--- src/rtl/instruction_fetch_buffer.sv ---
// instruction_fetch_buffer
//   Small in-order FIFO between instruction memory and the decoder. Each
//   accepted word is stored with the fetch address (PC) it was fetched at.
//   Consuming a halt opcode freezes delivery until resume. Flush empties the
//   buffer and reloads the fetch counter with a jump target.
//
// Ports
//   clock, reset            rising-edge clock, async active-high reset
//   mem_ins, ins_valid      incoming word {opcode, address}; valid strobe
//   ins_ready               buffer can accept a word
//   dec_ready, dec_valid    decoder handshake on the head entry
//   Opcode_out, Address_out, Pc_out  head entry fields
//   flush, flush_addr       discard all entries; new fetch counter value
//   resume                  leave the halted state
//   halted                  a halt opcode has been consumed
//   count                   occupied entries
module instruction_fetch_buffer #(
  parameter int unsigned OPC_W   = 3,
  parameter int unsigned ADDR_W  = 5,
  parameter int unsigned DEPTH   = 4,
  parameter int unsigned HLT_OPC = 0
) (
  input  logic                      clock,
  input  logic                      reset,
  input  logic [OPC_W+ADDR_W-1:0]   mem_ins,
  input  logic                      ins_valid,
  output logic                      ins_ready,
  input  logic                      dec_ready,
  output logic                      dec_valid,
  output logic [OPC_W-1:0]          Opcode_out,
  output logic [ADDR_W-1:0]         Address_out,
  output logic [ADDR_W-1:0]         Pc_out,
  input  logic                      flush,
  input  logic [ADDR_W-1:0]         flush_addr,
  input  logic                      resume,
  output logic                      halted,
  output logic [$clog2(DEPTH):0]    count
);

  localparam int unsigned PW = $clog2(DEPTH);
  localparam int unsigned CW = PW + 1;
  localparam logic [CW-1:0]    DEPTH_C = CW'(DEPTH);
  localparam logic [OPC_W-1:0] HLT_C   = OPC_W'(HLT_OPC);

  typedef enum logic {ST_RUN, ST_HALT} state_e;

  state_e              state_q, state_d;
  logic [PW-1:0]       wr_ptr_q, wr_ptr_d;
  logic [PW-1:0]       rd_ptr_q, rd_ptr_d;
  logic [CW-1:0]       cnt_q, cnt_d;
  logic [ADDR_W-1:0]   fpc_q, fpc_d;
  logic                push_en, pop_en;

  logic [OPC_W-1:0]    opc_q  [DEPTH];
  logic [ADDR_W-1:0]   addr_q [DEPTH];
  logic [ADDR_W-1:0]   pc_q   [DEPTH];

  // Handshakes depend only on registered state, never on dec_ready.
  assign halted      = (state_q == ST_HALT);
  assign ins_ready   = (cnt_q < DEPTH_C) && !halted;
  assign dec_valid   = (cnt_q != '0) && !halted;
  assign count       = cnt_q;
  assign Opcode_out  = opc_q[rd_ptr_q];
  assign Address_out = addr_q[rd_ptr_q];
  assign Pc_out      = pc_q[rd_ptr_q];

  always_comb begin
    state_d  = state_q;
    wr_ptr_d = wr_ptr_q;
    rd_ptr_d = rd_ptr_q;
    cnt_d    = cnt_q;
    fpc_d    = fpc_q;
    push_en  = 1'b0;
    pop_en   = 1'b0;
    if (flush) begin
      state_d  = ST_RUN;
      wr_ptr_d = '0;
      rd_ptr_d = '0;
      cnt_d    = '0;
      fpc_d    = flush_addr;
    end else begin
      push_en = ins_valid && ins_ready;
      pop_en  = dec_valid && dec_ready;
      if (push_en) begin
        // Pointers and fetch counter wrap naturally at their widths.
        wr_ptr_d = wr_ptr_q + 1'b1;
        fpc_d    = fpc_q + 1'b1;
      end
      if (pop_en) begin
        rd_ptr_d = rd_ptr_q + 1'b1;
        if (opc_q[rd_ptr_q] == HLT_C) state_d = ST_HALT;
      end
      case ({push_en, pop_en})
        2'b10:   cnt_d = cnt_q + 1'b1;
        2'b01:   cnt_d = cnt_q - 1'b1;
        default: cnt_d = cnt_q;
      endcase
      if ((state_q == ST_HALT) && resume) state_d = ST_RUN;
    end
  end

  always_ff @(posedge clock or posedge reset) begin
    if (reset) begin
      state_q  <= ST_RUN;
      wr_ptr_q <= '0;
      rd_ptr_q <= '0;
      cnt_q    <= '0;
      fpc_q    <= '0;
    end else begin
      state_q  <= state_d;
      wr_ptr_q <= wr_ptr_d;
      rd_ptr_q <= rd_ptr_d;
      cnt_q    <= cnt_d;
      fpc_q    <= fpc_d;
    end
  end

  // Storage is reset too so the head fields read zero straight out of reset.
  always_ff @(posedge clock or posedge reset) begin
    if (reset) begin
      for (int unsigned i = 0; i < DEPTH; i++) begin
        opc_q[i]  <= '0;
        addr_q[i] <= '0;
        pc_q[i]   <= '0;
      end
    end else if (push_en) begin
      opc_q[wr_ptr_q]  <= mem_ins[OPC_W+ADDR_W-1:ADDR_W];
      addr_q[wr_ptr_q] <= mem_ins[ADDR_W-1:0];
      pc_q[wr_ptr_q]   <= fpc_q;
    end
  end

endmodule
--- config.mk ---
export PLATFORM = sky130hd
export DESIGN_NAME = instruction_fetch_buffer
export DESIGN_NICKNAME = d
export VERILOG_FILES = /design/src/rtl/instruction_fetch_buffer.sv
export SDC_FILE = /design/constraint.sdc
export NUM_CORES = 1
export LEC_CHECK = 0
export BUFFER_PORTS_ARGS = -buffer_cell sky130_fd_sc_hd__buf_2
export CORE_MARGIN = 2
export CORE_UTILIZATION = 25
export DETAILED_ROUTE_END_ITERATION = 6
export GPL_ROUTABILITY_DRIVEN = 0
export PLACE_DENSITY = 0.51
export SYNTH_ARGS = -nofsm -noshare
export SYNTH_HDL_FRONTEND = slang
export SYNTH_SLANG_ARGS = --single-unit
--- constraint.sdc ---
create_clock -name clock -period 1.8 [get_ports clock]
set_input_delay 0.36 -clock clock [delete_from_list [all_inputs] [get_ports clock]]
set_output_delay 0.36 -clock clock [all_outputs]
set_load 0.005 [all_outputs]
==> summary.txt, run 1 <==
Final Non-Filler Cells: 425
Number of synthesis warnings: 0
Initial antenna violation count: 0
Hold WC Path Type: input port to async pin
Setup TNS: -1.09 ns
Top post-synthesis cells by area: dfrtp_1, mux2_2, mux4_2
Syn avg cell area: 14.8 um2
Failing checks: negative setup slack
Post-layout nets: 299
Die area: 13100 um2
Placement-stage worst setup slack: -0.127 ns
Status: complete, but fails checks
Internal Pwr Total: 4.84 mW
Post-synth top cells: dfrtp_1, mux2_2, mux4_2
Final Setup Violations: 15
Clock skew: 0.00748 ns
Synth Area in Simple Gates: 6.60%
Largest net degree at the start of global routing: 66
Distinct cells, synth: 32
Fraction of layout cells with a size suffix above 1: 57.9%
Area Overhead vs Synth: 29.5%
Relative slew slack: 76.2%
TritonCTS clock tree: yes
Most common cell in the netlist: dfrtp_1
Clock-pin transition on the worst setup and hold timing paths: 0.05 ns
DR vias: 1907
Crit path capture type: output pin
Grt met3 use: 2.54%
Net Sw Frac: 28.6%
CTS Hold Bufs: 0
Mapped cell area: 3050 um2
Switch Pwr: 1.94 mW
Clock share of power: 24.2%
Seq/Total Area, Yosys: 53.3%
Post-synth top area cell: dfrtp_1
Clock Path Buffers: 2
Post-layout minimum cycle time: 1.90 ns
Post-synthesis compound-gate area fraction: 1.60%
WL final: 6.44 mm
I/O pin total: 38
Synth Area in XOR/XNOR: 2.54%
Post-synth EDFFs: 0
Worst skew pair latency: 0.32 ns
Hold Vio Cnt, Final: 0
# DRC: 0
Via density per instance: 4.49
WP data required: 1.44 ns
Most used flip-flop cell after synthesis: dfrtp_1
Post-route cell area: 3950 um2
Largest family of logic cells by synthesized area: multiplexers
Flop pwr share: 36.0%
GRT Util Overall: 10.6%
Mapped Cells: 206
HPWL Detailed: 4.21 mm
Critical path type: register to output pin
Final core occ: 33.0%
CTS HTree Levels: 3
Vias in the first global route: 1922
Final Max Slew Viols: 0
VDD IR max: 0.000558 V
Worst-Margin Slew: 0.356 ns
Tcrit/Tclk final: 106%
Tot Pwr: 6.79 mW
P_leak: 1.81 nW
Floorplan core area: 12000 um2
Post-synthesis mux area share: 30.5%
Row cnt: 40
Crit Path Max Fanout: 7
Root buf cell: clkbuf_16
Worst EP arrival: 1.54 ns
Ys async rst share: 100%
Total gr overflow: 0
Adder-cell share of the synthesized area: 2.71%
Syn Nets: 231
Placed Cells: 399
DRT iter0 DRCs: 100
Global routing usage on met2: 16.4%
Detail Route Antenna Nets: 0
Setup slack after layout: -0.102 ns
Comb power frac: 39.8%
Fmax: 526 MHz
DIE WIDTH: 114 um
Starting Density: 25.5%
Most Crowded Layer GR: met2
Area share of the largest cell type after synthesis: 53.3%
WL per Instance: 15.1 um
Clock sink count: 65
PD cells: 1720 nW/um2
Hold slack: 0.132 ns
First-pass GRT wire length: 10.4 mm
N_diodes: 0
Unrepaired setup endpoints after global routing: yes
Die height: 114 um
Max_cap viols: 0
Num CTS Buffers: 9
Initial DRT Pass Iterations: 4
GR Layer Usage met1: 14.2%
I/O Buffers: 37
CP startpoint kind: register
Area after DPL: 3530 um2
Yosys reg bits: 65
power groups by stage:
stage / logic, mW / registers [mW] / clock network (mW)
after floorplan: 1.57 / 2.38 / 0
after global placement: 2.38 / 2.45 / 0
after detailed placement: 2.41 / 2.47 / 0
after CTS: 2.59 / 2.44 / 1.69
after global routing: 2.96 / 2.54 / 1.76
final: 2.70 / 2.44 / 1.64
critical path: stages (launching register included):
cell and delay (ns):
dfrtp_1 0.41, buf_12 0.15, mux4_2 0.51, buf_2 0.15
metal layers:
| layer | wire [um] | share of wire (%) |
|---|---|---|
| met5 | 0 | 0 |
| met4 | 131 | 2.0 |
| met3 | 199 | 3.1 |
| met2 | 3070 | 48 |
| met1 | 3040 | 47 |
final cells by class:
type,count,area [um2]
clock buffer,11,233
fill,1166,8010
timing repair buffer,67,459
clock inverter,4,45.0
sequential,65,1630
tap,147,184
inverter,3,15.0
multi-input combinational,128,1390
timing repair:
item	CTS	global route
pin swaps	2	4
buffers inserted	7	4
gates resized for setup	6	7
endpoints found under the setup margin	15	17
registers in the layout, summed over array words and instances (netlist names):
name	cells
addr_q	20
count	3
fpc_q	5
halted	1
opc_q	12
pc_q	20
rd_ptr_q	2
wr_ptr_q	2
final timing paths:
| kind | start | to | slack [ns] | cells past startpoint |
|---|---|---|---|---|
| max | rd_ptr_q[0] | Opcode_out[1] | -0.10 | 3 |
| min | reset | addr_q[10] | 0.13 | 3 |
| max reg2reg | count[1] | count[2] | -0.06 | 6 |
| min reg2reg | opc_q[2] | opc_q[2] | 0.50 | 1 |
| max in group asynchronous | reset | count[2] | 1.36 | 3 |
| min in group clock | flush_addr[0] | fpc_q[0] | 0.25 | 3 |
logic make-up (layout without fill, tap and decap cells):
| group | count (synthesis) | count (layout) |
|---|---|---|
| mux | 70 | 70 |
| flops | 65 | 65 |
| simple gates | 36 | 36 |
| buf+inv | 13 | 85 |
| compound gates | 8 | 8 |
| xor+xnor | 8 | 8 |
| fa+ha+maj | 6 | 6 |
layout by cell type (no fill, tap or decap), types with 2 or more instances in the layout:
| cell | netlist | layout |
|---|---|---|
| dfrtp_1 | 65 | 64 |
| mux2_2 | 55 | 53 |
| buf_2 | 3 | 37 |
| buf_4 | 2 | 24 |
| mux4_2 | 13 | 13 |
| nor2_1 | 12 | 10 |
| nand2_1 | 10 | 9 |
| clkbuf_16 | 0 | 9 |
| ha_1 | 5 | 5 |
| xnor2_1 | 4 | 4 |
| o21ai_0 | 4 | 4 |
| xor2_1 | 3 | 3 |
| clkinv_2 | 0 | 3 |
| buf_6 | 3 | 3 |
| buf_12 | 0 | 3 |
| and2b_1 | 2 | 2 |
| mux2i_1 | 2 | 2 |
| nand4_1 | 2 | 2 |
| inv_1 | 3 | 2 |
| nor2_2 | 0 | 2 |
| nor2b_1 | 2 | 2 |
| mux2_4 | 0 | 2 |
| nand2b_1 | 2 | 2 |
| clkbuf_1 | 1 | 2 |
Power figures use the tool's default switching activity.
==> run 2, diff against run 1 <==
- CORE_ASPECT_RATIO: unset -> 1.4
==> run 2 against run 1 <==
  * The run still ends with negative setup slack left
  * Sequential share of layout area shrank 0.67 points
  * Die area is essentially flat
  * Highest routed layer unchanged
  * Clock power up 15%
  * Largest cell class unchanged
  * Critical path type unchanged
  * Critical path depth stayed put
==> summary.txt, run 2 (synthesis results as in run 1) <==
Hold Vio Cnt, Final: 0 (unchanged)
PD cells: 1740 nW/um2 (+1.4%)
Initial DRT Pass Iterations: 4 (unchanged)
CTS Hold Bufs: 0 (unchanged)
HPWL Detailed: 4.37 mm (+3.9%)
Hold WC Path Type: input port to async pin
Crit Path Max Fanout: 4 (-3)
Total gr overflow: 0 (unchanged)
Placed Cells: 402 (+0.75%)
Floorplan core area: 11900 um2 (-0.69%)
TritonCTS clock tree: yes
WL per Instance: 15.6 um (+2.9%)
Critical path type: register to output pin
Die area: 13100 um2 (about the same)
Worst EP arrival: 1.56 ns (+0.02 ns)
Root buf cell: clkbuf_16
GRT Util Overall: 10.9% (+0.28 points)
Worst skew pair latency: 0.33 ns (about the same)
Status: complete, but fails checks
Tot Pwr: 7.00 mW (+3.2%)
DIE WIDTH: 97.4 um (-15%)
Num CTS Buffers: 9 (unchanged)
Via density per instance: 4.40 (-2.0%)
Max_cap viols: 0 (unchanged)
Fraction of layout cells with a size suffix above 1: 58.5% (+0.60 points)
Unrepaired setup endpoints after global routing: yes
Crit path capture type: output pin
DR vias: 1886 (-1.1%)
VDD IR max: 0.000756 V (+36%)
CTS HTree Levels: 3 (unchanged)
Largest net degree at the start of global routing: 66 (unchanged)
# DRC: 0 (unchanged)
Detail Route Antenna Nets: 0 (unchanged)
Setup slack after layout: -0.124 ns (-0.0217 ns)
WP data required: 1.44 ns (about the same)
Most common cell after layout, fill and taps aside: dfrtp_1
WL final: 6.68 mm (+3.8%)
Starting Density: 25.7% (+0.18 points)
Area Overhead vs Synth: 31.7%
Clock-pin transition on the worst setup and hold timing paths: 0.05 ns (about the same)
Die height: 135 um (+18%)
Register area: 1630 um2 (about the same)
Fmax: 520 MHz (-1.1%)
Clock sink count: 65 (unchanged)
Post-layout nets: 302 (+1.0%)
Final Non-Filler Cells: 429 (+0.94%)
DRT iter0 DRCs: 80 (-20%)
Row cnt: 47 (+18%)
Final Max Slew Viols: 0 (unchanged)
Hold slack: 0.119 ns (-0.0134 ns)
Biggest regs: addr_q x20, pc_q x20, opc_q x12
Clock Path Buffers: 2 (unchanged)
Final Setup Violations: 15 (unchanged)
Failing checks: negative setup slack
Area after DPL: 3560 um2 (+0.64%)
Most frequent cells in the layout: dfrtp_1, mux2_2, buf_2, buf_4, mux4_2
Worst-Margin Slew: 0.361 ns (+0.00410 ns)
Multi-input logic area: 1370 um2 (-1.5%)
P_leak: 1.83 nW (+1.4%)
Vias in the first global route: 1949 (+1.4%)
I/O pin total: 38 (unchanged)
Tcrit/Tclk final: 107% (+1.2 points)
N_diodes: 0 (unchanged)
CP startpoint kind: register
Setup TNS: -1.31 ns (-0.221 ns)
Fill count: 1197 (+2.7%)
First-pass GRT wire length: 10.8 mm (+3.2%)
Initial antenna violation count: 0 (unchanged)
Post-layout minimum cycle time: 1.92 ns (+0.0217 ns)
Relative slew slack: 76.0% (-0.27 points)
Clock skew: 0.00693 ns (-0.000543 ns)
I/O Buffers: 37 (unchanged)
Post-route cell area: 4020 um2 (+1.7%)
-- run 2: worst paths after layout --
check | from | to | slack, ns | depth (start not counted)
max | rd_ptr_q[1] | Address_out[2] | -0.12 | 3
min | reset | addr_q[10] | 0.12 | 3
max reg2reg | count[1] | count[2] | -0.08 | 6
min reg2reg | opc_q[4] | opc_q[4] | 0.50 | 1
max in group asynchronous | reset | rd_ptr_q[1] | 1.37 | 3
min in group clock | flush_addr[2] | fpc_q[2] | 0.24 | 3
-- run 2: routing by layer --
metal | vias up | GRT usage [%] | wire length (um)
met4 | 0 | 5.79 | 137
met1 | 964 | 13.9 | 3020
met3 | 10 | 2.69 | 241
met5 | - | 0 | 0
li1 | 880 | - | -
met2 | 32 | 17.2 | 3280
-- run 2: timing repair --
item                       CTS  global route
pin swaps                    1             3
resized for setup            6             6
setup endpoints to repair   15            20
buffers inserted             7             3
gates cloned                 0             1
-- run 2: critical path, cell delays in order, from the launching register on --
cell       delay, ns
dfrtp_2         0.43
clkbuf_16       0.17
mux4_2          0.49
buf_2           0.14
-- run 2: power by group --
| part | total (mW) | switching [mW] | internal [mW] |
|---|---|---|---|
| Clock | 1.89 | 0.598 | 1.29 |
| Sequential | 2.44 | 0.342 | 2.10 |
| Combinational | 2.68 | 1.00 | 1.68 |
-- run 2: through the flow --
| step | worst slack, ns | util, % |
|---|---|---|
| finish | -0.124 | 33.8 |
| global route | -0.188 | 33.8 |
| CTS | -0.168 | 33.3 |
| detailed placement | -0.146 | 29.9 |
| global placement | -0.105 | 29.9 |
| floorplan | -0.213 | - |
-- run 2: cell type report --
| class | instances | area share (%) |
|---|---|---|
| flip-flops and latches | 65 | 40.5 |
| inverters | 3 | 0.373 |
| clock inverters | 2 | 1.49 |
| repair buffers | 70 | 12.5 |
| clock buffers | 14 | 6.57 |
| multi-input cells | 128 | 34.0 |
| well taps | 147 | 4.58 |
